==> src/rtl/fpnew_pkg.sv <==
// Shared FPU types and helpers used by the opgroup blocks and the result arbiter.
package fpnew_pkg;

    localparam int unsigned NUM_OPGROUPS = 4;

    typedef enum logic [1:0] {
        ADDMUL  = 2'd0,
        DIVSQRT = 2'd1,
        NONCOMP = 2'd2,
        CONV    = 2'd3
    } opgroup_e;

    typedef struct packed {
        logic NV;
        logic DZ;
        logic OF;
        logic UF;
        logic NX;
    } status_t;

    // Round-robin pointer advance; ptr is always below n, so no divider is needed.
    function automatic int unsigned rr_next(input int unsigned ptr, input int unsigned n);
        return (ptr + 1 >= n) ? 0 : ptr + 1;
    endfunction

endpackage

==> src/rtl/fpnew_rr_select.sv <==
// Combinational round-robin selector: first set request at or above ptr, else wrap to the lowest.
module fpnew_rr_select #(
    parameter int unsigned NumIn = 4,
    parameter int unsigned IdxW  = (NumIn > 1) ? $clog2(NumIn) : 1
) (
    input  logic [NumIn-1:0] req,
    input  logic [IdxW-1:0]  ptr,
    output logic [NumIn-1:0] gnt,
    output logic [IdxW-1:0]  idx,
    output logic             any_valid
);

    logic            found_hi;
    logic            found_lo;
    logic [IdxW-1:0] idx_hi;
    logic [IdxW-1:0] idx_lo;

    // Two scans instead of a rotate: one over the indices at/above ptr, one over all.
    always_comb begin
        found_hi = 1'b0;
        found_lo = 1'b0;
        idx_hi   = '0;
        idx_lo   = '0;
        for (int i = 0; i < int'(NumIn); i++) begin
            if (!found_hi && req[i] && (i >= int'(ptr))) begin
                found_hi = 1'b1;
                idx_hi   = IdxW'(i);
            end
            if (!found_lo && req[i]) begin
                found_lo = 1'b1;
                idx_lo   = IdxW'(i);
            end
        end
        idx       = found_hi ? idx_hi : idx_lo;
        any_valid = found_lo;
    end

    always_comb begin
        gnt = '0;
        for (int i = 0; i < int'(NumIn); i++) begin
            gnt[i] = any_valid && (idx == IdxW'(i));
        end
    end

endmodule

==> src/rtl/fpnew_result_arbiter.sv <==
// Merges the opgroup result streams onto the FPU result port through one output register.
module fpnew_result_arbiter
    import fpnew_pkg::*;
#(
    parameter int unsigned NumIn    = NUM_OPGROUPS,
    parameter int unsigned Width    = 64,
    parameter int unsigned TagWidth = 1,
    localparam int unsigned IdxW    = (NumIn > 1) ? $clog2(NumIn) : 1
) (
    input  logic                               clk_i,
    input  logic                               rst_ni,
    input  logic                               flush_i,
    input  logic [NumIn-1:0]                   in_valid_i,
    output logic [NumIn-1:0]                   in_ready_o,
    input  logic [NumIn-1:0][Width-1:0]        in_result_i,
    input  status_t [NumIn-1:0]                in_status_i,
    input  logic [NumIn-1:0][TagWidth-1:0]     in_tag_i,
    input  logic [NumIn-1:0]                   in_ext_bit_i,
    output logic                               out_valid_o,
    input  logic                               out_ready_i,
    output logic [Width-1:0]                   out_result_o,
    output status_t                            out_status_o,
    output logic [TagWidth-1:0]                out_tag_o,
    output logic                               out_ext_bit_o,
    output logic [IdxW-1:0]                    out_src_o,
    output logic                               busy_o
);

    // Handshake: a transfer happens on a port in any cycle where valid and ready are both high;
    // upstream holds valid and payload stable until then, ready here never depends on being accepted elsewhere.
    logic [IdxW-1:0]     rr_q;
    logic [NumIn-1:0]    gnt;
    logic [IdxW-1:0]     gnt_idx;
    logic                any_valid;
    logic                ld;
    logic                accept;

    logic                out_valid_q;
    logic [Width-1:0]    result_q;
    status_t             status_q;
    logic [TagWidth-1:0] tag_q;
    logic                ext_bit_q;
    logic [IdxW-1:0]     src_q;

    fpnew_rr_select #(
        .NumIn (NumIn),
        .IdxW  (IdxW)
    ) u_rr_select (
        .req       (in_valid_i),
        .ptr       (rr_q),
        .gnt       (gnt),
        .idx       (gnt_idx),
        .any_valid (any_valid)
    );

    assign ld         = ~flush_i & (~out_valid_q | out_ready_i);
    assign accept     = ld & any_valid;
    assign in_ready_o = gnt & {NumIn{accept}};

    always_ff @(posedge clk_i or negedge rst_ni) begin
        if (!rst_ni) begin
            rr_q        <= '0;
            out_valid_q <= 1'b0;
            result_q    <= '0;
            status_q    <= '0;
            tag_q       <= '0;
            ext_bit_q   <= 1'b0;
            src_q       <= '0;
        end else if (flush_i) begin
            out_valid_q <= 1'b0;
        end else if (accept) begin
            out_valid_q <= 1'b1;
            result_q    <= in_result_i[gnt_idx];
            status_q    <= in_status_i[gnt_idx];
            tag_q       <= in_tag_i[gnt_idx];
            ext_bit_q   <= in_ext_bit_i[gnt_idx];
            src_q       <= gnt_idx;
            rr_q        <= IdxW'(rr_next(32'(gnt_idx), NumIn));
        end else if (out_ready_i) begin
            out_valid_q <= 1'b0;
        end
    end

    assign out_valid_o   = out_valid_q;
    assign out_result_o  = result_q;
    assign out_status_o  = status_q;
    assign out_tag_o     = tag_q;
    assign out_ext_bit_o = ext_bit_q;
    assign out_src_o     = src_q;
    assign busy_o        = out_valid_q;

endmodule
==> config.mk <==
export PLATFORM = sky130hd
export DESIGN_NAME = fpnew_result_arbiter
export DESIGN_NICKNAME = d
export VERILOG_FILES = /design/src/rtl/fpnew_pkg.sv /design/src/rtl/fpnew_rr_select.sv /design/src/rtl/fpnew_result_arbiter.sv
export SDC_FILE = /design/constraint.sdc
export NUM_CORES = 1
export LEC_CHECK = 0
export ABC_CLOCK_PERIOD_IN_PS = 5100
export BUFFER_PORTS_ARGS = -buffer_cell sky130_fd_sc_hd__clkbuf_2
export CAP_MARGIN = 10
export CORE_AREA = 3 3 145 147
export CTS_CLUSTER_DIAMETER = 100
export DETAILED_ROUTE_END_ITERATION = 7
export DIE_AREA = 0 0 148 150
export SYNTH_ARGS = -nofsm -noshare
export SYNTH_HDL_FRONTEND = slang
export SYNTH_SLANG_ARGS = --single-unit
export TNS_END_PERCENT = 20
==> constraint.sdc <==
create_clock -name clk_i -period 5.1 [get_ports clk_i]
set_clock_uncertainty 0.05 [all_clocks]
set_input_delay 0.255 -clock clk_i [delete_from_list [all_inputs] [get_ports clk_i]]
set_output_delay 0.255 -clock clk_i [all_outputs]
set_load 0.02 [all_outputs]
==> impl_metrics.tcl, run 1 <==
set metrics [dict create \
    holdPathStages 2 \
    startpoint_type "flip-flop" \
    drtIter0Drc 410 \
    yosys_register_bits 76 \
    mostFrequentLayoutCell "clkbuf_2" \
    top_layer "met4" \
    p_clk_share_pct 20.3 \
    rr_startpoint "rr_q[1]$_DFFE_PN0P_" \
    wl_per_cell_um 19.75 \
    syn_area_per_cell_um2 9.473 \
    slew-limit-headroom_pct 20.84 \
    cp_max_fo 56 \
    yosys_warnings 0 \
    ys_types 35 \
    synth-edff-count 0 \
    grt_pass1_vias 6573 \
    drtPass1Iterations 5 \
    grt.total_usage_pct 20.44 \
    reg2reg_to "out_result_o[27]$_DFFE_PN0P_" \
    cts_resized 0 \
    insertion_delay_ps 330 \
    maxCapViolations 0 \
    period_minus_slack_ps 3030 \
    ant_nets 0 \
    drive_gt1_share_pct 49.89 \
    grt-ovfl-total 0 \
    cts_buffers 9 \
    hp-class "input port to flip-flop" \
    die-area_mm2 0.02220 \
    most-common-layout-cells "369 x clkbuf_2, 77 x nand2_1, 76 x dfrtp_1" \
    pin_count 371 \
    power_density_mw_per_mm2 460.7 \
    wl_met2_um 11900 \
    regToRegSetupSlack_ps 2280 \
    die_h_um 150 \
    ir_worst_vdd_mv 0.1955 \
    clockBufferDepth 2 \
    grt_pass1_wl_um 35750 \
    drv_slew 0 \
    synth-seq-area-share_pct 32.49 \
    placed_cells_incl_taps 1191 \
    areaGrowthSynthToFinish_pct 38.60 \
    portBuffers 370 \
    rsz0062_at_grt "no" \
    vias_per_cell 5.309 \
    antenna_found_initial 0 \
    die_x_um 148 \
    outcome "finished, final reports clean" \
    antenna_cells 0 \
    p_leak_nw 4.278 \
    p_sw_mw 1.671 \
    design.core.area_mm2 0.02004 \
    wl_met3_um 1941 \
    syn_area_mm2 0.005854 \
    worst_slew_pin_slew_ps 1185 \
    synth.top_cells.by_area "dfrtp_1 32%, o211ai_2 12%, mux2i_1 12%" \
    synth_top_area_share_pct 32.49 \
    clock_sinks 76 \
    post_cts_buffers 0 \
    cts-root-buf "clkbuf_16" \
    vias 6413 \
    grt_max_degree 76 \
    comb_power_share_pct 53.0 \
    wl_met1_um 9646 \
    tns_ps 0 \
    pwr-share-seq_pct 26.7 \
    synth_flop_cell "dfrtp_1" \
    power.internal_mw 2.067 \
    yosysTopAreaCell "dfrtp_1" \
    holdPathEnd "busy_o$_DFFE_PN0P_" \
    cts.htree.levels 3 \
    async_flop_share_pct 100.0 \
    max_freq_ghz 0.3300 \
    hold_path_startpoint "flush_i" \
    gp_congestion 0.7902 \
    rr_worst_depth 6 \
    layout.nets 1226 \
    worstSetupPathType "flip-flop to output pin" \
    regArea_mm2 0.001902 \
    synth_nets 911 \
    cp.arrival_ps 2730 \
    start_util_pct 29.21 \
    rows 52 \
    cts_tree "yes" \
    netlist_instances 618 \
    whs_ps 65.49 \
    drc 0 \
    cp.required_ps 4800 \
    multi_input_area_mm2 0.003578 \
    hold_viol_final 0 \
    min_period_over_period_pct 59.42 \
    setup_viol 0 \
    crit_path_end_kind "output pin" \
    finalNonFillerCells 1208 \
    clkSlewWorstSetupHoldPaths_ps 60 \
    wl_um 23850 \
    switching_share_pct 44.69 \
    dp_hpwl_um 16210 \
    fillerInstances 2086 \
]
-- sequential cells by signal (all words and copies together), names as in the netlist --
signal	count
out_status_o	5
out_src_o	2
out_tag_o	1
out_ext_bit_o	1
busy_o	1
out_result_o	64
rr_q	2
-- stage by stage --
step	setup WS [ps]	power [mW]	instance area (µm²)	util (%)
after floorplan	2973	2.381	5854	-
after global placement	2226	2.982	7762	38.74
after detailed placement	2189	3.004	7762	38.74
after CTS	1951	3.781	8114	40.49
after global routing	1844	3.972	8114	40.49
final	2070	3.738	8114	40.49
-- metal layers --
| layer | vias up | track usage (%) |
|---|---|---|
| li1 | 3013 | - |
| met1 | 3051 | 25.48 |
| met4 | 0 | 6.513 |
| met5 | - | 0 |
| met2 | 324 | 35.65 |
| met3 | 25 | 3.967 |
-- cells in the mapped netlist (2+ instances only) --
library cell  count
nand2_1          78
buf_4             3
and2_1            2
nand2_2           2
nor2b_1           2
buf_2            17
buf_8             5
mux2i_1          71
nor2_1            5
dfrtp_1          76
o211ai_1         14
nand4_1          71
nand2b_1          2
o211ai_2         57
a21oi_2           2
clkbuf_1         49
a21oi_1           2
a21o_1           73
o31ai_1          71
-- layout make-up --
cell class / count / share of cell area, %
sequential: 76 / 23.44
timing repair buffer: 382 / 23.99
tap: 270 / 4.163
inverter: 2 / 0.09252
clock buffer: 10 / 2.822
clock inverter: 6 / 1.388
multi-input combinational: 462 / 44.10
-- timing repair --
item | CTS | global route
endpoints found under the hold margin | 6 | 0
endpoints found under the setup margin | 0 | 0
hold buffers | 1 | 0
-- worst max-delay path, stage by stage (launching register included) --
cell and delay (ps):
dfrtp_1 500, nand2_2 140, a311oi_2 450, nor2_1 230
nand2_4 750, nor2_1 100, clkbuf_2 200
-- worst max path at each step --
stage | start | end
global placement | rr_q[1]$_DFFE_PN0P_ | out_result_o[33]$_DFFE_PN0P_
floorplan | busy_o$_DFFE_PN0P_ | in_ready_o[1]
global route | rr_q[1]$_DFFE_PN0P_ | in_ready_o[2]
detailed placement | rr_q[1]$_DFFE_PN0P_ | out_result_o[27]$_DFFE_PN0P_
finish | rr_q[1]$_DFFE_PN0P_ | in_ready_o[2]
CTS | rr_q[1]$_DFFE_PN0P_ | in_ready_o[2]
-- power by group through the flow --
stage | registers (mW) | clock network, mW | logic, mW
6_report | 0.998 | 0.758 | 1.98
5_1_grt | 1.03 | 0.803 | 2.14
4_1_cts | 0.998 | 0.780 | 2.00
3_5_place_dp | 1.00 | 0 | 2.00
3_3_place_gp | 1.00 | 0 | 1.98
2_1_floorplan | 1.29 | 0 | 1.09
-- cell families after synthesis --
| kind of cell | synth area share [%] |
|---|---|
| and+or+nand+nor | 14.64 |
| muxes | 12.14 |
| adders and majority gates | 0.2137 |
| DFF | 32.49 |
| buffers and inverters | 7.117 |
| AOI/OAI and AO/OA | 33.40 |
Power figures use the tool's default switching activity.
==> run 2: changes to the inputs <==
Settings changed: ABC_CLOCK_PERIOD_IN_PS 5100 to 3000.
Clock period 5.1 ns to 3 ns, I/O delays scaled along.
==> impl_metrics.tcl, run 2 (synthesis results as in run 1) <==
set metrics [dict create \
    layout.nets 1236 \
    die_h_um 150 \
    hold_viol_final 0 \
    post_cts_buffers 0 \
    clockBufferDepth 2 \
    hp-class "input port to flip-flop" \
    wl_met3_um 1992 \
    worstSetupPathType "flip-flop to output pin" \
    slew-limit-headroom_pct 37.86 \
    place_area_mm2 0.007905 \
    period_minus_slack_ps 2426 \
    top_layer "met5" \
    outcome "finished, final reports clean" \
    design_area_mm2 0.008230 \
    startpoint_type "flip-flop" \
    rows 52 \
    pin_count 371 \
    crit_path_end_kind "output pin" \
    hold_path_startpoint "in_result_i[249]" \
    critPathMaxStageDelay_ps 470 \
    grt_pass1_wl_um 36330 \
    cp.required_ps 2800 \
    critPathLaunch "rr_q[1]$_DFFE_PN0P_" \
    crit_slowest_cell "dfrtp_1" \
    die-area_mm2 0.02220 \
    mostFrequentLayoutCell "clkbuf_2" \
    cts_buffers 9 \
    wl_met2_um 12040 \
    multi_input_area_mm2 0.003578 \
    rr_startpoint "rr_q[1]$_DFFE_PN0P_" \
    largest_reg_flops 64 \
    rsz0062_at_grt "no" \
    grt_max_degree 72 \
    wl_um 23930 \
    tns_ps 0 \
    grt.total_usage_pct 20.66 \
    portBuffers 370 \
    ant_nets 0 \
    cp_num_buf_inv 2 \
    drtIter0Drc 313 \
    wl_per_cell_um 19.63 \
    power_density_mw_per_mm2 761.6 \
    cts.htree.levels 3 \
    drv_slew 0 \
    cts_tree "yes" \
    cp_max_fo 25 \
    vias 6354 \
    vias_per_cell 5.212 \
    insertion_delay_ps 330 \
    maxCapViolations 0 \
    max_freq_ghz 0.4123 \
    min_period_over_period_pct 80.85 \
    most-common-layout-cells "369 x clkbuf_2, 77 x nand2_1, 76 x dfrtp_1" \
    areaGrowthSynthToFinish_pct 40.59 \
    clock_sinks 76 \
    ir_worst_vdd_mv 0.3235 \
    start_util_pct 29.21 \
    regArea_mm2 0.001902 \
    worst_slew_pin_slew_ps 932.0 \
    cts-root-buf "clkbuf_16" \
    drtPass1Iterations 4 \
    grt-ovfl-total 0 \
    die_x_um 148 \
    fillerInstances 2040 \
    design.core.area_mm2 0.02004 \
    cp.arrival_ps 2230 \
    antenna_found_initial 2 \
    drive_gt1_share_pct 50.42 \
    dp_hpwl_um 16890 \
    clkSlewWorstSetupHoldPaths_ps 70 \
    drc 0 \
    cts_resized 0 \
    critical_path.cell_chain "nand2_2 -> a21o_2 -> nand3_4 -> buf_12 -> nor3_1 -> clkbuf_2" \
    gp_congestion 0.8026 \
    cp_top_family "simple AND/OR/NAND/NOR gates" \
    p_leak_nw 4.331 \
    wl_met1_um 9699 \
    grt_pass1_vias 6446 \
    setup_viol 0 \
]
## run 2: cell types whose count changed in the layout (fill, tap and decap cells not counted), sizes merged
cell	before	now
buf	12	21
clkinvlp	0	2
diode	0	1
bufinv	3	1
dlygate4sd3	1	2
## run 2: path summary, 6_finish.rpt
kind | end | slack [ps] | cells after the start
min | out_result_o[57]$_DFFE_PN0P_ | 50 | 3
max reg2reg | out_result_o[5]$_DFFE_PN0P_ | 740 | 6
max in group asynchronous | out_tag_o$_DFFE_PN0P_ | 1770 | 3
min in group asynchronous | out_result_o[5]$_DFFE_PN0P_ | 430 | 2
max | in_ready_o[1] | 570 | 6
min reg2reg | out_src_o[1]$_DFFE_PN0P_ | 420 | 2
## run 2: metrics by stage
| stage | setup WS (ps) | util (%) | instances | hold WS, ps | total power [mW] |
|---|---|---|---|---|---|
| after floorplan | 978.2 | - | 618 | -195.6 | 4.047 |
| after global placement | 820.9 | 39.45 | 1200 | 293.6 | 5.129 |
| after detailed placement | 770.9 | 39.45 | 1200 | 296.7 | 5.170 |
| after CTS | 499.3 | 41.06 | 1218 | 35.58 | 6.351 |
| after global routing | 398.8 | 41.07 | 1219 | 48.25 | 6.687 |
| final | 574.4 | 41.07 | 1219 | 53.05 | 6.268 |
## run 2: cell type report
cell class / count / share of cell area [%]
Timing Repair Buffer: 392 / 25.51
Tap cell: 270 / 4.105
Clock buffer: 10 / 2.904
Sequential cell: 76 / 23.11
Clock inverter: 6 / 0.7753
Antenna cell: 1 / 0.03040
Inverter: 2 / 0.09121
Multi-Input combinational cell: 462 / 43.48
## run 2: metal layers
layer / vias up / GRT usage [%]
li1: 3035 / -
met1: 3003 / 26.53
met2: 301 / 36.15
met3: 13 / 4.422
met4: 2 / 3.788
met5: - / 0
## run 2: worst register-to-register path, delay by kind of cell (launching register included)
kind,cells,cell delay (ps)
buf+inv,1,640
simple gates,2,560
flops,1,470
compound gates,3,460
## run 2: report_power, final
group          internal (mW)  switching [mW]  leakage [nW]
Sequential              1.45           0.255         0.942
Combinational           1.30            2.13          3.24
Clock                  0.667           0.468         0.144
Total                   3.42            2.85          4.33
## run 2: repair_timing
action,4_1_cts,5_1_grt
setup endpoints to repair,0,0
hold buffers,2,0
hold endpoints to repair,64,0
==> run 3: changes to the inputs <==
Settings changed: ABC_AREA set to 1, ABC_CLOCK_PERIOD_IN_PS 3000 to 2000, CORE_AREA 3 3 145 147 to 3 3 144 146, DIE_AREA 0 0 148 150 to 0 0 147 149, PLACE_DENSITY set to 0.68.
Clock period 3 ns to 2 ns, I/O delays scaled along.
==> impl_metrics.tcl, run 3 <==
set metrics [dict create \
    hold_viol_final 0 \
    cp_top_family "flip-flops" \
    cts.htree.levels 3 \
    cts_buffers 9 \
    netlist_instances 1207 \
    clkSlewWorstSetupHoldPaths_ps 60 \
    grt_pass1_wl_um 39150 \
    regToRegSetupSlack_ps 150 \
    p_clk_share_pct 13.7 \
    gp_congestion 0.8847 \
    period_minus_slack_ps 1916 \
    cp.arrival_ps 1770 \
    clock_sinks 76 \
    maxCapViolations 0 \
    setup_viol 0 \
    worstSetupPathType "flip-flop to output pin" \
    synth_common_cells "370 x nand2_1, 348 x nand3_1, 290 x inv_1, 76 x dfrtp_1, 43 x buf_2" \
    rsz0062_at_grt "yes" \
    crit_slowest_cell "dfrtp_1" \
    antenna_cells 0 \
    synth.top_cells.by_area "dfrtp_1 27%, nand3_1 25%, nand2_1 20%" \
    start_util_pct 35.42 \
    p_leak_nw 6.424 \
    drive_gt1_share_pct 29.48 \
    critPathLaunch "rr_q[0]$_DFFE_PN0P_" \
    ys_types 22 \
    design.core.area_mm2 0.01953 \
    most-common-layout-cells "365 x nand2_1, 365 x clkbuf_2, 348 x nand3_1, 288 x inv_1, 76 x dfrtp_1" \
    grt.total_usage_pct 21.99 \
    drc 0 \
    ant_nets 0 \
    rows 51 \
    hp-class "input port to flip-flop" \
    dpl_worst_slack_ps 179.3 \
    critPathMaxStageDelay_ps 380 \
    ir_worst_vdd_mv 0.7211 \
    pin_count 371 \
    syn_area_per_cell_um2 5.730 \
    cp.required_ps 1850 \
    wl_um 25130 \
    synth_top_area_share_pct 27.50 \
    cp_num_buf_inv 4 \
    synth_flop_cell "dfrtp_1" \
    insertion_delay_ps 330 \
    worst_slack_ps 83.97 \
    areaGrowthSynthToFinish_pct 37.95 \
    crit_path_end_kind "output pin" \
    power_density_mw_per_mm2 1168 \
    antenna_found_initial 1 \
    drtIter0Drc 568 \
    drv_slew 0 \
    max_freq_ghz 0.5219 \
    dp_hpwl_um 18100 \
    synth-edff-count 0 \
    grt_max_degree 76 \
    rr_worst_depth 13 \
    vias 8483 \
    yosys_register_bits 76 \
    cts_tree "yes" \
    async_flop_share_pct 100.0 \
    startpoint_type "flip-flop" \
    grt_pass1_vias 7825 \
    fin_util_pct 48.87 \
    worst_slew_pin_slew_ps 508.4 \
    largest_reg_flops 64 \
    grt-ovfl-total 0 \
    cp_num_cells 10 \
    outcome "finished, final reports clean" \
    synth-seq-area-share_pct 27.50 \
    cts-root-buf "clkbuf_16" \
    cp_max_fo 5 \
    yosysMostFrequentCell "nand2_1" \
    min_period_over_period_pct 95.80 \
    rr_startpoint "rr_q[0]$_DFFE_PN0P_" \
    clockBufferDepth 2 \
    vias_per_cell 4.674 \
    die_h_um 149 \
    syn_area_mm2 0.006917 \
    die-area_mm2 0.02190 \
    die_x_um 147 \
    portBuffers 370 \
    yosysTopAreaCell "dfrtp_1" \
    wl_per_cell_um 13.85 \
    crit_end "in_ready_o[3]" \
    slew-limit-headroom_pct 66.11 \
    comb_power_share_pct 63.0 \
    p_sw_mw 5.376 \
    critical_path.cell_chain "inv_2 -> nand2_2 -> nand2_2 -> nand2_4 -> inv_2 -> a31oi_4 -> ha_2 -> inv_1 -> nor2_2 -> buf_6" \
    synth_nets 1500 \
    layout.nets 1840 \
    reg2reg_to "out_result_o[33]$_DFFE_PN0P_" \
    yosys_warnings 0 \
    power.internal_mw 5.773 \
    pwr-share-seq_pct 23.2 \
    drtPass1Iterations 6 \
    switching_share_pct 48.22 \
]
[run 3: cell types whose count changed in the layout (fill, tap and decap cells not counted), moves of 14 or more]
cell,delta
a21o_1,-71
inv_1,+287
mux2i_1,-71
nand2_1,+288
nand3_1,+348
nand4_1,-70
o211ai_1,-14
o211ai_2,-57
o31ai_1,-71
[run 3: layout make-up]
cell class                      count  area, µm²
Clock buffer                       12      266.5
Clock inverter                      2      10.01
Fill cell                        2067       9985
Inverter                          295       1110
Multi-Input combinational cell    753       3462
Sequential cell                    76       1902
Tap cell                          265      331.6
Timing Repair Buffer              412       2460
[run 3: power groups by stage]
stage	clock network (mW)	logic, mW	registers (mW)
5_1_grt	1.65	7.77	2.67
2_1_floorplan	0	3.69	3.38
3_3_place_gp	0	6.50	2.60
4_1_cts	1.58	6.96	2.59
3_5_place_dp	0	6.55	2.59
6_report	1.53	7.03	2.59
[run 3: per-layer routing]
layer / up-vias / wire length (µm) / global-route usage, %
met4: 2 / 701 / 7.409
li1: 4309 / - / -
met1: 3769 / 10020 / 27.46
met3: 51 / 1984 / 3.586
met2: 352 / 12420 / 38.72
met5: - / 9 / 0
[run 3: logic make-up after synthesis]
kind of cell / after synthesis / synth area share, %
simple gates: 748 / 48.55
buf+inv: 378 / 23.14
flops: 76 / 27.50
compound gates: 4 / 0.6331
fa+ha+maj: 1 / 0.1809
[run 3: worst min-delay path by stage]
stage | start | to | slack [ps] | cells past startpoint
floorplan | rst_ni | busy_o$_DFFE_PN0P_ | -250 | 0
global route | in_result_i[45] | out_result_o[45]$_DFFE_PN0P_ | 130 | 7
CTS | in_result_i[1] | out_result_o[1]$_DFFE_PN0P_ | 90 | 7
finish | in_result_i[1] | out_result_o[1]$_DFFE_PN0P_ | 100 | 7
detailed placement | rst_ni | out_result_o[30]$_DFFE_PN0P_ | 50 | 1
global placement | rst_ni | out_result_o[28]$_DFFE_PN0P_ | 50 | 1
[run 3: worst min-delay path, cell delays in order]
cell      delay [ps]
clkbuf_2          80
inv_1             40
nand2_1           40
nand3_1           50
nand2_1           40
nand2_1           50
nand2_1           40
[run 3: timing repair]
item | CTS | global route
hold buffers | 3 | 0
pin swaps | 2 | 3
setup endpoints to repair | 3 | 29
hold endpoints to repair | 37 | 0
setup buffers | 7 | 7
resized for setup | 8 | 11
cloned | 3 | 0
[run 3: stage by stage]
| step | TNS (ps) | cell area (µm²) | hold slack, ps | power [mW] | cells |
|---|---|---|---|---|---|
| after floorplan | 0 | 6917 | -245.6 | 7.075 | 1207 |
| after global placement | 0 | 8967 | 47.45 | 9.094 | 1782 |
| after detailed placement | 0 | 8967 | 51.52 | 9.143 | 1782 |
| after CTS | -43.03 | 9468 | 90.62 | 11.13 | 1809 |
| after global routing | -51.15 | 9542 | 127.5 | 12.09 | 1815 |
| final | 0 | 9542 | 99.00 | 11.15 | 1815 |
